==> config.mk <==
export PLATFORM = sky130hd
export DESIGN_NAME = iomem_arbiter
export DESIGN_NICKNAME = d
export VERILOG_FILES = /design/src/rtl/picoramsoc_pkg.sv /design/src/rtl/rr_pick.sv /design/src/rtl/iomem_arbiter.sv
export SDC_FILE = /design/constraint.sdc
export NUM_CORES = 1
export LEC_CHECK = 0
export ABC_AREA = 0
export CORE_AREA = 2 2 166 168
export CTS_CLUSTER_SIZE = 14
export DETAILED_ROUTE_END_ITERATION = 7
export DIE_AREA = 0 0 168 170
export GPL_ROUTABILITY_DRIVEN = 0
export MAX_ROUTING_LAYER = met4
export SLEW_MARGIN = 25
export SYNTH_ARGS = -nofsm -noshare
export SYNTH_HDL_FRONTEND = slang
export SYNTH_SLANG_ARGS = --single-unit
export TNS_END_PERCENT = 10
==> constraint.sdc <==
create_clock -name CLKOUT -period 1.6 [get_ports CLKOUT]
set_clock_uncertainty 0.15 [all_clocks]
set_input_delay 0.32 -clock CLKOUT [delete_from_list [all_inputs] [get_ports CLKOUT]]
set_output_delay 0.32 -clock CLKOUT [all_outputs]
set_load 0.03 [all_outputs]
==> src/rtl/picoramsoc_pkg.sv <==
// Shared definitions for the PicoRV32 SoC iomem bus fabric.
// Latency: n/a (types and constants only).
// Backpressure: n/a.
//
// Holds the arbiter state encoding, the peripheral region constant and the
// default read data returned when a peripheral transaction is aborted.
package picoramsoc_pkg;

   typedef enum logic [1:0] {
      IDLE  = 2'd0,
      BUSY  = 2'd1,
      ABORT = 2'd2
   } arb_state_t;

   // Peripheral window: address bits [31:24] of iomem peripherals.
   localparam logic [7:0]  IOMEM_BASE = 8'h03;

   // Read data handed back to a requester whose transaction was aborted.
   localparam logic [31:0] ERR_RDATA_DFLT = 32'hFFFF_FFFF;

endpackage

==> src/rtl/rr_pick.sv <==
// Round-robin priority picker: first set request after last, wrapping at N.
// Latency: purely combinational, zero cycles.
// Backpressure: none; the caller decides when to act on the result.
//
// Ports:
//   req  [N-1:0]  request vector
//   last [W-1:0]  index granted most recently (search starts at last+1)
//   any           at least one request is set
//   idx  [W-1:0]  chosen index, 0 when nothing is requested
// Wrap is modulo N (not 2^W), so non-power-of-two N is legal.
module rr_pick #(
   parameter int N = 4,
   parameter int W = (N > 1) ? $clog2(N) : 1
) (
   input  logic [N-1:0] req,
   input  logic [W-1:0] last,
   output logic         any,
   output logic [W-1:0] idx
);

   always_comb begin
      logic [W-1:0] cand;
      int           c;
      any  = 1'b0;
      idx  = '0;
      cand = '0;
      c    = 0;
      // Walk last+1 .. last+N; the last candidate is last itself, so a lone
      // requester that was just served can still be picked again.
      for (int k = 1; k <= N; k++) begin
         c    = (int'(last) + k) % N;
         cand = W'(c);
         if (!any && req[cand]) begin
            any = 1'b1;
            idx = cand;
         end
      end
   end

endmodule

==> src/rtl/iomem_arbiter.sv <==
// Round-robin arbiter sharing the PicoRV32 iomem bus between NREQ requesters.
// Latency: grant registered (iomem_valid one cycle after request seen in IDLE);
// Backpressure: requesters hold req_valid until their req_ready pulse, which is
//               combinational from iomem_ready; one IDLE cycle between grants.
//
// Ports:
//   CLKOUT, resetn (synchronous, active-low)
//   req_valid/req_ready/req_wstrb/req_addr/req_wdata/req_rdata : requester side,
//      per-requester fields packed at [W*i +: W]; req_rdata shared, valid with req_ready
//   iomem_valid/ready/wstrb/addr/wdata/rdata : downstream peripheral bus
//   grant_id  : current/last granted requester
//   busy      : a downstream transaction is in flight
//   timeout_err/err_clr : sticky abort flag and its clear
//
// Optional feature: define IOMEM_ARB_TIMEOUT_EN to abort transactions that
// see no iomem_ready within TIMEOUT_CYCLES; without it BUSY waits forever.
module iomem_arbiter
   import picoramsoc_pkg::*;
#(
   parameter int          NREQ           = 4,
   parameter int          TIMEOUT_CYCLES = 255,
   parameter logic [31:0] ERR_RDATA      = ERR_RDATA_DFLT
) (
   input  logic                      CLKOUT,
   input  logic                      resetn,
   input  logic [NREQ-1:0]           req_valid,
   output logic [NREQ-1:0]           req_ready,
   input  logic [4*NREQ-1:0]         req_wstrb,
   input  logic [32*NREQ-1:0]        req_addr,
   input  logic [32*NREQ-1:0]        req_wdata,
   output logic [31:0]               req_rdata,
   output logic                      iomem_valid,
   input  logic                      iomem_ready,
   output logic [3:0]                iomem_wstrb,
   output logic [31:0]               iomem_addr,
   output logic [31:0]               iomem_wdata,
   input  logic [31:0]               iomem_rdata,
   output logic [$clog2(NREQ)-1:0]   grant_id,
   output logic                      busy,
   output logic                      timeout_err,
   input  logic                      err_clr
);

   localparam int GW = $clog2(NREQ);

   arb_state_t      state, state_nxt;
   logic [GW-1:0]   last_grant;
   logic            pick_any;
   logic [GW-1:0]   pick_idx;
   logic            tmo_hit;
   logic            done;

   logic [3:0]      wstrb_arr [NREQ];
   logic [31:0]     addr_arr  [NREQ];
   logic [31:0]     wdata_arr [NREQ];

   for (genvar i = 0; i < NREQ; i++) begin : g_unpack
      assign wstrb_arr[i] = req_wstrb[4*i +: 4];
      assign addr_arr[i]  = req_addr[32*i +: 32];
      assign wdata_arr[i] = req_wdata[32*i +: 32];
   end

   rr_pick #(.N(NREQ), .W(GW)) u_pick (
      .req  (req_valid),
      .last (last_grant),
      .any  (pick_any),
      .idx  (pick_idx)
   );

   // Downstream payload follows the registered grant; it is only meaningful
   // while iomem_valid is high.
   assign iomem_wstrb = wstrb_arr[grant_id];
   assign iomem_addr  = addr_arr[grant_id];
   assign iomem_wdata = wdata_arr[grant_id];

   always_comb begin
      state_nxt   = state;
      iomem_valid = 1'b0;
      busy        = 1'b0;
      req_ready   = '0;
      req_rdata   = '0;
      done        = 1'b0;
      case (state)
         IDLE: begin
            if (pick_any) state_nxt = BUSY;
         end
         BUSY: begin
            iomem_valid = 1'b1;
            busy        = 1'b1;
            // Ready has priority over an expiring timeout in the same cycle.
            if (iomem_ready) begin
               req_ready[grant_id] = 1'b1;
               req_rdata           = iomem_rdata;
               done                = 1'b1;
               state_nxt           = IDLE;
            end else if (tmo_hit) begin
               state_nxt = ABORT;
            end
         end
         ABORT: begin
            req_ready[grant_id] = 1'b1;
            req_rdata           = ERR_RDATA;
            done                = 1'b1;
            state_nxt           = IDLE;
         end
         default: state_nxt = IDLE;
      endcase
   end

   always_ff @(posedge CLKOUT) begin
      if (!resetn) begin
         state      <= IDLE;
         grant_id   <= '0;
         last_grant <= GW'(NREQ - 1);
      end else begin
         state <= state_nxt;
         if (state == IDLE && pick_any) grant_id <= pick_idx;
         if (done) last_grant <= grant_id;
      end
   end

`ifdef IOMEM_ARB_TIMEOUT_EN
   logic [15:0] tmo_cnt;

   // Counter value k means k+1 BUSY cycles have elapsed in this cycle, so a
   // hit at TIMEOUT_CYCLES-1 aborts after exactly TIMEOUT_CYCLES BUSY cycles.
   assign tmo_hit = (tmo_cnt == 16'(TIMEOUT_CYCLES - 1));

   always_ff @(posedge CLKOUT) begin
      if (!resetn) begin
         tmo_cnt     <= '0;
         timeout_err <= 1'b0;
      end else begin
         if (state != BUSY)       tmo_cnt <= '0;
         else if (!iomem_ready)   tmo_cnt <= tmo_cnt + 16'd1;
         // Set wins over a coincident clear.
         if (state == ABORT)      timeout_err <= 1'b1;
         else if (err_clr)        timeout_err <= 1'b0;
      end
   end
`else
   assign tmo_hit     = 1'b0;
   assign timeout_err = 1'b0;

   logic unused_cfg;
   assign unused_cfg = ^{err_clr, ERR_RDATA, 16'(TIMEOUT_CYCLES), IOMEM_BASE};
`endif

endmodule

Yosys cells after proc, flatten, opt, wreduce, memory -nomap -nowiden
Index checks and enable logic that the tools add are counted.
Storage, ports and cells
  output and inout bits: 109
  word-level logic and storage cells: 66
  bits of input ports: 312
  bits in registers: 6
Cells by class
  mux-type cells: 37
  add/subtract/negate cells: 4
  order comparisons: 7
  bitwise operators: 1
  eq/ne operators: 4
  reduce and logical (&&, ||, !) cells: 10
Operator list (count)
  two-way mux 32 bit: 5
  binary-select mux 32 bit (select 2 bit): 2
  one-hot mux 32 bit (2 select lines): 1
  < comparator 2 x 3 -> 1 bit, second input constant: 5
  two-way mux 2 bit: 6
  two-way mux 4 bit: 3
  two-way mux 1 bit: 11
  binary-select mux 1 bit (select 2 bit): 4
  binary-select mux 4 bit (select 2 bit): 1
  one-hot mux 4 bit (2 select lines): 1
  logical AND 1 bit: 5
  adder 2 x 1 -> 2 bit, second input constant: 2
  adder 2 bit, second input constant: 2
  inequality test 2 bit, second input constant: 2
  one-hot mux 2 bit (2 select lines): 1
  greater-or-equal comparator 3 bit, second input constant: 1
  zero test 1 bit: 3
  inverter 2 -> 3 bit: 1
  demux 1 bit (select 2 bit): 1
  == test 2 x 1 -> 1 bit, second input constant: 1
  == test 2 bit, second input constant: 1
  greater-or-equal comparator 2 x 1 -> 1 bit, second input constant: 1
  zero test 2 bit: 1
  one-hot mux 1 bit (2 select lines): 1
  AND reduction 2 bit: 1

Logic depth before layout (Yosys ltp)
Gate-level depths: netlist (run 1).
  depth after elaboration: 15
  mapped depth: 5

Cells and area by module
Synthesis (run 1) repeated with hierarchy kept, for this count alone.
Unflattened totals
  cell total of the unflattened synthesis: 163
  area total of the unflattened synthesis: 2255.9 um2
Modules (own cells, without submodules)
  iomem_arbiter: cells an instance 149, instances 1, area an instance 2164.6 um2
  rr_pick: cells an instance 14, instances 1, area an instance 91.3 um2

Worst setup path after synthesis (run 1)
OpenSTA, ideal clock, no wires.
  path type: reg-to-output
  start point: reg state[0]
  end point: out req_ready[1]
  data required time: 1.130 ns
  slack: -0.446 ns
  arrival: 1.576 ns
  stages on the path, launching flop included: 3
  cell sequence: dfxtp_1 > nand2_1 > nor3b_1
On the way
  cells in the longest elaborated chain, start to end: 2
  elaborated cells between the ends (all ways): 3
Ends and longest elaborated chain
  start, declared: line iomem_arbiter.sv:46  | arb_state_t state, state_nxt;
  start signal, assigned: line iomem_arbiter.sv:116  | state <= state_nxt;
  == test 2 bit or == test 2 x 1 -> 1 bit (tied branches): line iomem_arbiter.sv:83  | case (state)
  one-hot mux 4 bit (2 select lines) *: line iomem_arbiter.sv:83
  end, declared: line iomem_arbiter.sv:27  | output logic [NREQ-1:0] req_ready,
Every way passes the cells marked *; elsewhere a longest branch is shown, timed or not.

Final worst setup path (run 1)
  start point: reg grant_id[0]
  end point: out iomem_addr[22]
On the way
  cells in the longest elaborated chain, start to end: 4
Ends and longest elaborated chain
  start, declared: line iomem_arbiter.sv:38  | output logic [$clog2(NREQ)-1:0] grant_id,
  start signal, assigned: line iomem_arbiter.sv:117  | if (state == IDLE && pick_any) grant_id <= pick_idx;
  inverter 2 -> 3 bit (implied by the code): line iomem_arbiter.sv:73  | assign iomem_addr = addr_arr[grant_id];
  binary-select mux 32 bit (select 2 bit): line iomem_arbiter.sv:73
  two-way mux 32 bit (implied by the code) (2 in a row): line iomem_arbiter.sv:73
  end, declared: line iomem_arbiter.sv:35  | output logic [31:0] iomem_addr,
Every way passes these cells. The select of a mux whose other input is x is not followed.

==> results.sh, run 1 <==
export IMPL_synth_edf_count=0
export IMPL_yosys_area_top_type="mux4_2"
export IMPL_io_pins=421
export IMPL_clkTransAtPathRegs_ns=0.03
export IMPL_die_area_um2=28560
export IMPL_netlist_area_um2=2193
export IMPL_p_per_area_nw_per_um2=503.5
export IMPL_multi_input_area_um2=1982
export IMPL_fin_nets=921
export IMPL_end_kind="output port"
export IMPL_yosysWarningCount=0
export IMPL_finalHoldViolations=0
export IMPL_grt_overflow_total=0
export IMPL_yosysTopAreaCellShare_pct=69.82
export IMPL_hold_path_class="flop to flop"
export IMPL_ys_top_cells_by_count="mux4_2 (68), and3_1 (33), nand2_1 (10)"
export IMPL_wl_per_cell_um=17.93
export IMPL_stdcell_count=949
export IMPL_antenna_found_initial=0
export IMPL_clk_insertion_delay_late_ns=0.22
export IMPL_crit_path_max_fanout=6
export IMPL_synth_most_common_cell="mux4_2"
export IMPL_drc_errors=0
export IMPL_htree_levels=1
export IMPL_path_class="flop to output port"
export IMPL_crit_required_ns=1.13
export IMPL_via_count=3609
export IMPL_cts_sinks=5
export IMPL_seqCellArea_um2=111.4
export IMPL_drt_iter0_markers=65
export IMPL_post_route_min_period_ns=2.201
export IMPL_worst_path_buf_inv=3
export IMPL_crit_chain="buf_12, buf_4, mux4_2, clkdlybuf4s15_2"
export IMPL_grt_pass1_wl_um=23620
export IMPL_leakagePower_uw=0.002843
export IMPL_async_flop_share_pct=0
export IMPL_drive_gt1_share_pct=38.82
export IMPL_ctsHoldBuffers=0
export IMPL_placed_area_um2=6859
export IMPL_critPathSlowestCell="mux4_2"
export IMPL_setup_viol=72
export IMPL_critical_path_top_delay_family="buffers and inverters"
export IMPL_synth_seq_cells=5
export IMPL_slowest_delay_ns=0.48
export IMPL_worst_slack_ns=-0.6014
export IMPL_avgSynthCellArea_um2=12.98
export IMPL_peakVddDrop_mv=0.3759
export IMPL_numPlacedInstances=936
export IMPL_fill_cells=2769
export IMPL_synth_seq_area_share_pct=4.564
export IMPL_port_buffers=418
export IMPL_grt_pass1_vias=3914
export IMPL_cts_buffers=3
export IMPL_cts_tree="yes"
export IMPL_drv_slew=0
export IMPL_synth_nets=481
export IMPL_violations="negative setup slack"
export IMPL_first_pass_iters=3
export IMPL_area_growth_syn_to_layout_pct=234.4
export IMPL_fin_crit_sh_pct=137.6
export IMPL_ys_types=24
export IMPL_status="complete, but fails checks"
export IMPL_netlist_instances=169
export IMPL_synth_area_leaders="mux4_2 (70%), and3_1 (9.4%), dfxtp_1 (4.6%)"
export IMPL_ctsRootBufferMaster="clkbuf_16"
export IMPL_fmax_ghz=0.4543
export IMPL_diodes=0
export IMPL_gr_usage_all_layers_pct=11.21
export IMPL_fp_dieW_um=168
export IMPL_dpl_hpwl_um=14470
export IMPL_vias_per_cell=3.803
export IMPL_start_util_pct=8.230
export IMPL_cap_violations=0
export IMPL_rsz0062_at_grt="true"
export IMPL_finalInstanceArea_um2=7335
export IMPL_core_area_um2=26650
export IMPL_start_kind="flop"
export IMPL_die_h_um=170
export IMPL_antenna_left=0
export IMPL_drt_total_wl_um=17020
export IMPL_grt_max_degree=37
export IMPL_fp_row_count=60
export IMPL_synth_ff_type="dfxtp_1"
export IMPL_cts_buffer_depth=2
export IMPL_cp_data_arrival_time_ns=1.73
[flip-flops by register name, summed over array words and instances, names as in the netlist]
register	flops
grant_id	2
last_grant	2
state	1
[power breakdown]
| group | leakage [uW] | total (uW) | internal [uW] | switching [uW] |
|---|---|---|---|---|
| sequential | 0.0000433 | 166 | 138 | 28.1 |
| combinational | 0.00276 | 3120 | 1780 | 1340 |
| clock | 0.0000382 | 405 | 330 | 75.5 |
| total | 0.00284 | 3690 | 2250 | 1440 |
[metal layers]
layer	track usage, %	vias up	share of wire, %
li1	-	1627	-
met3	2.349	12	8.0
met2	21.20	242	53
met1	12.13	1728	37
met5	-	-	0
met4	2.155	0	1.2
[final timing paths]
path	from	to	slack, ns	depth (start not counted)
worst max-delay path	grant_id[0]	iomem_addr[22]	-0.60	4
worst min-delay path	last_grant[1]	last_grant[1]	0.40	2
worst max register to register	grant_id[0]	grant_id[0]	0.37	4
worst min register to register	last_grant[1]	last_grant[1]	0.40	2
[layout make-up]
cell class	instances	area share, %
Inverter	3	0.1535
Multi-Input combinational cell	136	27.02
Tap cell	341	5.817
Sequential cell	5	1.518
Clock buffer	4	1.075
Timing Repair Buffer	460	64.41
[logic make-up (layout without fill, tap and decap cells)]
| logic type | after synthesis | after routing | synth area share, % |
|---|---|---|---|
| flops | 5 | 5 | 4.564 |
| compound gates | 12 | 12 | 3.480 |
| simple gates | 55 | 55 | 13.92 |
| buf+inv | 28 | 467 | 8.043 |
| mux | 68 | 68 | 69.82 |
| other cells | 1 | 1 | 0.1710 |
[layout by cell type, fill, tap and decap left out, drive strengths merged]
| master | instances |
|---|---|
| a21o | 1 |
| a21oi | 1 |
| a31oi | 2 |
| and2 | 1 |
| and3 | 33 |
| buf | 136 |
| clkbuf | 5 |
| clkdlybuf4s15 | 13 |
| clkdlybuf4s50 | 308 |
| conb | 1 |
| dfxtp | 5 |
| dlymetal6s2s | 2 |
| inv | 3 |
| mux4 | 68 |
| nand2 | 10 |
| nand3 | 2 |
| nor2 | 5 |
| nor3 | 1 |
| nor3b | 2 |
| nor4 | 1 |
| o211ai | 1 |
| o21ai | 4 |
| o221ai | 2 |
| o22ai | 1 |
[timing repair]
item,in CTS,in global routing
gates resized for setup,250,103
gates cloned,2,1
buffers inserted,2,5
endpoints found under the setup margin,104,107
endpoints found under the hold margin,0,0
[per-stage QoR]
stage	setup TNS, ns	hold slack [ns]	setup slack, ns	power (uW)	util, %
6_report	-36.05	0.4041	-0.6014	3693	27.52
5_1_grt	-42.32	0.4441	-0.6895	3882	27.52
4_1_cts	-49.09	0.4012	-0.6872	3719	27.44
3_5_place_dp	-50.35	0.3966	-0.8015	3152	25.74
3_3_place_gp	-50.12	0.3947	-0.8024	3137	25.74
2_1_floorplan	-14.24	0.2418	-0.1891	1611	-
[worst min-delay path, cell delays in order, from the launching register on]
cell and delay [ns]:
dfxtp_1 0.36, nand2_1 0.08, nand3_1 0.06
(Power assumes the default switching activity.)
==> run 2, diff against run 1 <==
--- a/config.mk
+++ b/config.mk
@@ -12,6 +12,7 @@
 export DIE_AREA = 0 0 168 170
 export GPL_ROUTABILITY_DRIVEN = 0
 export MAX_ROUTING_LAYER = met4
+export PLACE_DENSITY = 0.46
 export SLEW_MARGIN = 25
 export SYNTH_ARGS = -nofsm -noshare
 export SYNTH_HDL_FRONTEND = slang
==> run 2 against run 1 <==
The run still ends with negative setup slack left. Sequential share of layout area about the same. Cell count increased by 0.63%. Clock power increased by 1%. Maximum frequency decreased by 0.35%. Register-to-register slack improved by 0.03 ns. Setup slack got worse by 0.0077 ns. Critical path type unchanged.
==> results.sh, run 2 (same netlist as run 1, synthesis figures left out) <==
export IMPL_status="complete, but fails checks"
export IMPL_violations="negative setup slack"
export IMPL_drt_iter0_markers=85
export IMPL_die_h_um=170
export IMPL_fill_cells=2764
export IMPL_io_pins=421
export IMPL_crit_path_max_fanout=7
export IMPL_switchingPower_uw=1477
export IMPL_setup_viol=72
export IMPL_fin_nets=927
export IMPL_mostFrequentLayoutCells="clkdlybuf4s50_1 (306), buf_6 (89), mux4_2 (68)"
export IMPL_port_buffers=418
export IMPL_drc_errors=0
export IMPL_diodes=0
export IMPL_crit_required_ns=1.13
export IMPL_total_power_uw=3823
export IMPL_grt_most_used_layer="met2"
export IMPL_start_util_pct=8.230
export IMPL_rsz0062_at_grt="true"
export IMPL_vias_per_cell=3.792
export IMPL_path_class="flop to output port"
export IMPL_leakagePower_uw=0.002918
export IMPL_grt_use_met1_pct=15.27
export IMPL_cts_buffers=3
export IMPL_cts_buffer_depth=2
export IMPL_antenna_found_initial=2
export IMPL_drt_total_wl_um=18680
export IMPL_p_clk_share_pct=10.8
export IMPL_start_kind="flop"
export IMPL_core_area_um2=26650
export IMPL_end_kind="output port"
export IMPL_grt_pass1_wl_um=26250
export IMPL_cts_sinks=5
export IMPL_drv_slew=0
export IMPL_use_met2_pct=22.48
export IMPL_met3_usage_pct=2.163
export IMPL_htree_levels=1
export IMPL_fp_dieW_um=168
export IMPL_pwr_share_comb_pct=84.9
export IMPL_ctsHoldBuffers=0
export IMPL_reg_largest_list="grant_id: 2 flops, last_grant: 2 flops, state: 1 flops"
export IMPL_cts_tree="yes"
export IMPL_fin_crit_sh_pct=138.1
export IMPL_switching_share_pct=38.64
export IMPL_first_pass_iters=4
export IMPL_final_common_cell="clkdlybuf4s50_1"
export IMPL_wl_per_cell_um=19.56
export IMPL_ctsRootBufferMaster="clkbuf_16"
export IMPL_grt_overflow_total=0
export IMPL_p_per_area_nw_per_um2=507.4
export IMPL_worst_slack_ns=-0.6092
export IMPL_seqPwrFrac_pct=4.4
export IMPL_clk_insertion_delay_late_ns=0.23
export IMPL_fp_row_count=60
export IMPL_fmax_ghz=0.4527
export IMPL_cap_violations=0
export IMPL_gr_usage_all_layers_pct=12.61
export IMPL_grt_pass1_vias=4064
export IMPL_cp_data_arrival_time_ns=1.74
export IMPL_dpl_hpwl_um=16080
export IMPL_antenna_left=0
export IMPL_drive_gt1_share_pct=40.39
export IMPL_hold_path_class="flop to flop"
export IMPL_clkTransAtPathRegs_ns=0.03
export IMPL_finalHoldViolations=0
export IMPL_via_count=3621
export IMPL_post_route_min_period_ns=2.209
export IMPL_area_growth_syn_to_layout_pct=243.6
export IMPL_die_area_um2=28560
export IMPL_peakVddDrop_mv=0.4303
export IMPL_p_int_uw=2346
export IMPL_dpl_worst_slack_ns=-0.7445
export IMPL_grt_max_degree=29
[run 2: cell count changes in the layout (fill, tap and decap cells not counted), moves of 3 or more]
cell and delta:
buf_6 +10, and3_1 -4, and3_4 +4, buf_2 -17, clkdlybuf4s15_2 +9, buf_4 +3
[run 2: worst max-delay path, stage by stage (launching register included)]
cell     delay [ns]
dfxtp_4        0.43
buf_12         0.15
buf_16         0.14
buf_4          0.13
mux4_2         0.50
buf_6          0.16
[run 2: what timing repair did]
item,CTS,global route
resized for setup,231,38
gates cloned,3,0
pin swaps,1,1
setup endpoints to repair,105,107
setup buffers,12,2
[run 2: cell type report]
type / count / area, um^2 / share of cell area (%)
timing repair buffer: 466 / 4903 / 65.07
tap: 341 / 426.7 / 5.662
clock buffer: 4 / 78.83 / 1.046
sequential: 5 / 111.4 / 1.478
multi-input combinational: 136 / 2004 / 26.60
inverter: 3 / 11.26 / 0.1494
[run 2: worst paths after layout]
check	slack (ns)	from	depth (start not counted)	end
setup / recovery	-0.61	grant_id[0]	5	iomem_addr[18]
hold / removal	0.42	last_grant[1]	2	last_grant[1]
setup reg to reg	0.40	grant_id[0]	4	grant_id[0]
hold reg to reg	0.42	last_grant[1]	2	last_grant[1]
[run 2: per-stage QoR]
step	util, %	hold slack [ns]	setup TNS, ns	std cells	cell area [um^2]
3_5_place_dp	25.43	0.4184	-44.21	935	6777
6_report	28.28	0.4163	-36.12	955	7536
2_1_floorplan	-	0.2418	-14.24	169	2272
5_1_grt	28.28	0.4621	-40.06	955	7536
3_3_place_gp	25.43	0.4156	-44.38	935	6777
4_1_cts	27.77	0.4237	-46.45	954	7402
[run 2: power groups by stage]
stage,clock [uW],sequential (uW),combinational [uW]
finish,411,166,3250
global route,433,169,3410
CTS,421,168,3250
detailed placement,0,163,2950
global placement,0,163,2950
floorplan,0,165,1450
[run 2: routing by layer]
layer  routed length, um  vias to the layer above  share of wire (%)
li1                    -                     1636                  -
met1                7528                     1764                 40
met2                9760                      217                 52
met3                1297                        4                6.9
met4                  96                        0               0.51
met5                   0                        -                  0
==> run 3, diff against run 2 <==
--- a/config.mk
+++ b/config.mk
@@ -6,15 +6,17 @@
 export NUM_CORES = 1
 export LEC_CHECK = 0
 export ABC_AREA = 0
-export CORE_AREA = 2 2 166 168
+export CORE_AREA = 2 2 164 166
 export CTS_CLUSTER_SIZE = 14
 export DETAILED_ROUTE_END_ITERATION = 7
-export DIE_AREA = 0 0 168 170
+export DIE_AREA = 0 0 166 168
 export GPL_ROUTABILITY_DRIVEN = 0
 export MAX_ROUTING_LAYER = met4
-export PLACE_DENSITY = 0.46
-export SLEW_MARGIN = 25
+export PLACE_DENSITY = 0.47
+export RECOVER_POWER = 50
+export SLEW_MARGIN = 0
 export SYNTH_ARGS = -nofsm -noshare
 export SYNTH_HDL_FRONTEND = slang
+export SYNTH_HIERARCHICAL = 1
 export SYNTH_SLANG_ARGS = --single-unit
 export TNS_END_PERCENT = 10
==> run 3 against run 2 <==
The run still ends with negative setup slack left. Sequential cell count unchanged. Register-to-register slack got worse by 0.27 ns. Die area is 2.4% lower. Clock power up 2%. Total power down 12%. Cell count up 0.21%. Critical path type unchanged. Largest cell class unchanged. Highest routed layer unchanged.
==> results.sh, run 3 <==
export IMPL_yosysTopAreaCellShare_pct=67.89
export IMPL_seqPwrFrac_pct=4.7
export IMPL_async_flop_share_pct=0
export IMPL_antenna_left=0
export IMPL_antenna_found_initial=5
export IMPL_avgSynthCellArea_um2=13.84
export IMPL_die_h_um=168
export IMPL_status="complete, but fails checks"
export IMPL_end_kind="output port"
export IMPL_area_growth_syn_to_layout_pct=221.2
export IMPL_worst_slack_ns=-0.6567
export IMPL_via_count=3585
export IMPL_ys_top_cells_by_count="mux4_2 (68), and3_1 (33), buf_2 (7), clkbuf_1 (7)"
export IMPL_cts_tree="yes"
export IMPL_cp_data_arrival_time_ns=1.79
export IMPL_first_pass_iters=4
export IMPL_ctsHoldBuffers=0
export IMPL_pwr_share_comb_pct=82.8
export IMPL_synth_most_common_cell="mux4_2"
export IMPL_final_common_cell="clkdlybuf4s50_1"
export IMPL_grt_pass1_vias=3841
export IMPL_gr_usage_all_layers_pct=11.25
export IMPL_p_per_area_nw_per_um2=465.5
export IMPL_finalHoldViolations=0
export IMPL_switching_share_pct=38.87
export IMPL_synth_area_leaders="mux4_2 (68%), and3_1 (9.2%), buf_12 (5.3%)"
export IMPL_fp_dieW_um=166
export IMPL_post_route_min_period_ns=2.257
export IMPL_peakVddDrop_mv=0.1766
export IMPL_vias_per_cell=3.746
export IMPL_fmax_ghz=0.4431
export IMPL_finalInstanceArea_um2=7246
export IMPL_p_clk_share_pct=12.5
export IMPL_htree_levels=1
export IMPL_grt_max_degree=37
export IMPL_drt_total_wl_um=17260
export IMPL_crit_path_max_fanout=7
export IMPL_io_pins=421
export IMPL_leakagePower_uw=0.002843
export IMPL_rsz0062_at_grt="true"
export IMPL_hold_path_class="flop to flop"
export IMPL_violations="negative setup slack"
export IMPL_dpl_hpwl_um=14400
export IMPL_ys_types=25
export IMPL_fin_crit_sh_pct=141.0
export IMPL_fin_nets=924
export IMPL_dpl_worst_slack_ns=-0.7433
export IMPL_core_area_um2=26350
export IMPL_mostFrequentLayoutCells="clkdlybuf4s50_1 (306), mux4_2 (68), buf_4 (49)"
export IMPL_fin_setup_tns_ns=-38.21
export IMPL_reg_largest_list="grant_id: 2 flops, last_grant: 2 flops, state: 1 flops"
export IMPL_drv_slew=0
export IMPL_cts_buffers=3
export IMPL_synth_edf_count=0
export IMPL_wl_per_cell_um=18.04
export IMPL_placed_area_um2=6849
export IMPL_path_class="flop to output port"
export IMPL_cap_violations=0
export IMPL_synth_nets=475
export IMPL_whs_ns=0.3926
export IMPL_synth_seq_area_share_pct=4.437
export IMPL_grt_pass1_wl_um=23470
export IMPL_clk_insertion_delay_late_ns=0.23
export IMPL_netlist_area_um2=2256
export IMPL_start_util_pct=8.561
export IMPL_die_area_um2=27890
export IMPL_drt_iter0_markers=90
export IMPL_cts_buffer_depth=2
export IMPL_yosysWarningCount=6
export IMPL_drive_gt1_share_pct=40.59
export IMPL_grt_overflow_total=0
export IMPL_synth_seq_cells=5
export IMPL_fp_row_count=60
export IMPL_synth_ff_type="dfxtp_1"
export IMPL_netlist_instances=163
export IMPL_ctsRootBufferMaster="clkbuf_16"
export IMPL_p_int_uw=2062
export IMPL_setup_viol=84
export IMPL_crit_required_ns=1.13
export IMPL_clkTransAtPathRegs_ns=0.03
export IMPL_switchingPower_uw=1311
export IMPL_drc_errors=0
export IMPL_start_kind="flop"
export IMPL_port_buffers=418
export IMPL_yosys_area_top_type="mux4_2"
export IMPL_cts_sinks=5
-- run 3: cell types whose count changed after synthesis, moves of 2 or more --
cell and change:
buf_12 +6, buf_6 -5, nand2_1 -4, nor2b_1 +4
o21ai_0 -4, mux2i_1 +3, nand2b_1 +3, buf_2 -2
inv_1 -2, nor2_1 -2, o221ai_1 -2
-- run 3: final timing paths --
kind | startpoint | endpoint | slack, ns | cells past startpoint
worst min register to register | last_grant[0] | last_grant[0] | 0.39 | 2
worst max-delay path | grant_id[0] | iomem_addr[17] | -0.66 | 5
worst max register to register | grant_id[0] | last_grant[0] | 0.13 | 7
worst min-delay path | last_grant[0] | last_grant[0] | 0.39 | 2
-- run 3: power by group through the flow --
stage | combinational, uW | sequential [uW] | clock [uW]
2_1_floorplan | 1290 | 164 | 0
3_3_place_gp | 2700 | 154 | 0
3_5_place_dp | 2720 | 155 | 0
4_1_cts | 2610 | 153 | 427
5_1_grt | 2930 | 161 | 438
6_report | 2790 | 158 | 421
-- run 3: cell families after synthesis --
family / Yosys count / share of synthesized area (%)
multiplexers: 71 / 69.22
AND/OR/NAND/NOR: 55 / 14.20
buffers and inverters: 25 / 9.872
AO/OA/AOI/OAI: 6 / 2.108
flip-flops: 5 / 4.437
other: 1 / 0.1662
-- run 3: what timing repair did --
action | in CTS | in global routing
pin swaps | 0 | 5
hold endpoints to repair | 0 | 0
setup endpoints to repair | 107 | 92
setup buffers | 0 | 22
cloned | 0 | 4
gates resized for setup | 59 | 209
-- run 3: metrics by stage --
| step | power, uW | utilization, % | cells |
|---|---|---|---|
| floorplan | 1454 | - | 163 |
| global placement | 2850 | 25.99 | 922 |
| detailed placement | 2875 | 25.99 | 922 |
| CTS | 3192 | 26.16 | 926 |
| global route | 3532 | 27.50 | 957 |
| finish | 3373 | 27.50 | 957 |
-- run 3: routing by layer --
| layer | vias up | track usage, % | wire (um) |
|---|---|---|---|
| li1 | 1620 | - | - |
| met1 | 1743 | 11.14 | 6232 |
| met5 | - | - | 0 |
| met2 | 205 | 21.81 | 9602 |
| met3 | 17 | 2.398 | 1084 |
| met4 | 0 | 3.629 | 343 |
-- run 3: layout make-up --
| class | count | area, um^2 |
|---|---|---|
| Antenna cell | 5 | 12.51 |
| Clock buffer | 3 | 75.07 |
| Clock inverter | 1 | 5.005 |
| Fill cell | 2705 | 19100 |
| Inverter | 1 | 3.754 |
| Multi-Input combinational cell | 133 | 1996 |
| Sequential cell | 5 | 108.9 |
| Tap cell | 341 | 426.7 |
| Timing Repair Buffer | 468 | 4618 |
-- run 3: worst max-delay path: stages (launching register included) --
cell	delay, ns
dfxtp_4	0.44
clkbuf_16	0.18
buf_12	0.13
buf_6	0.09
mux4_2	0.53
buf_6	0.17
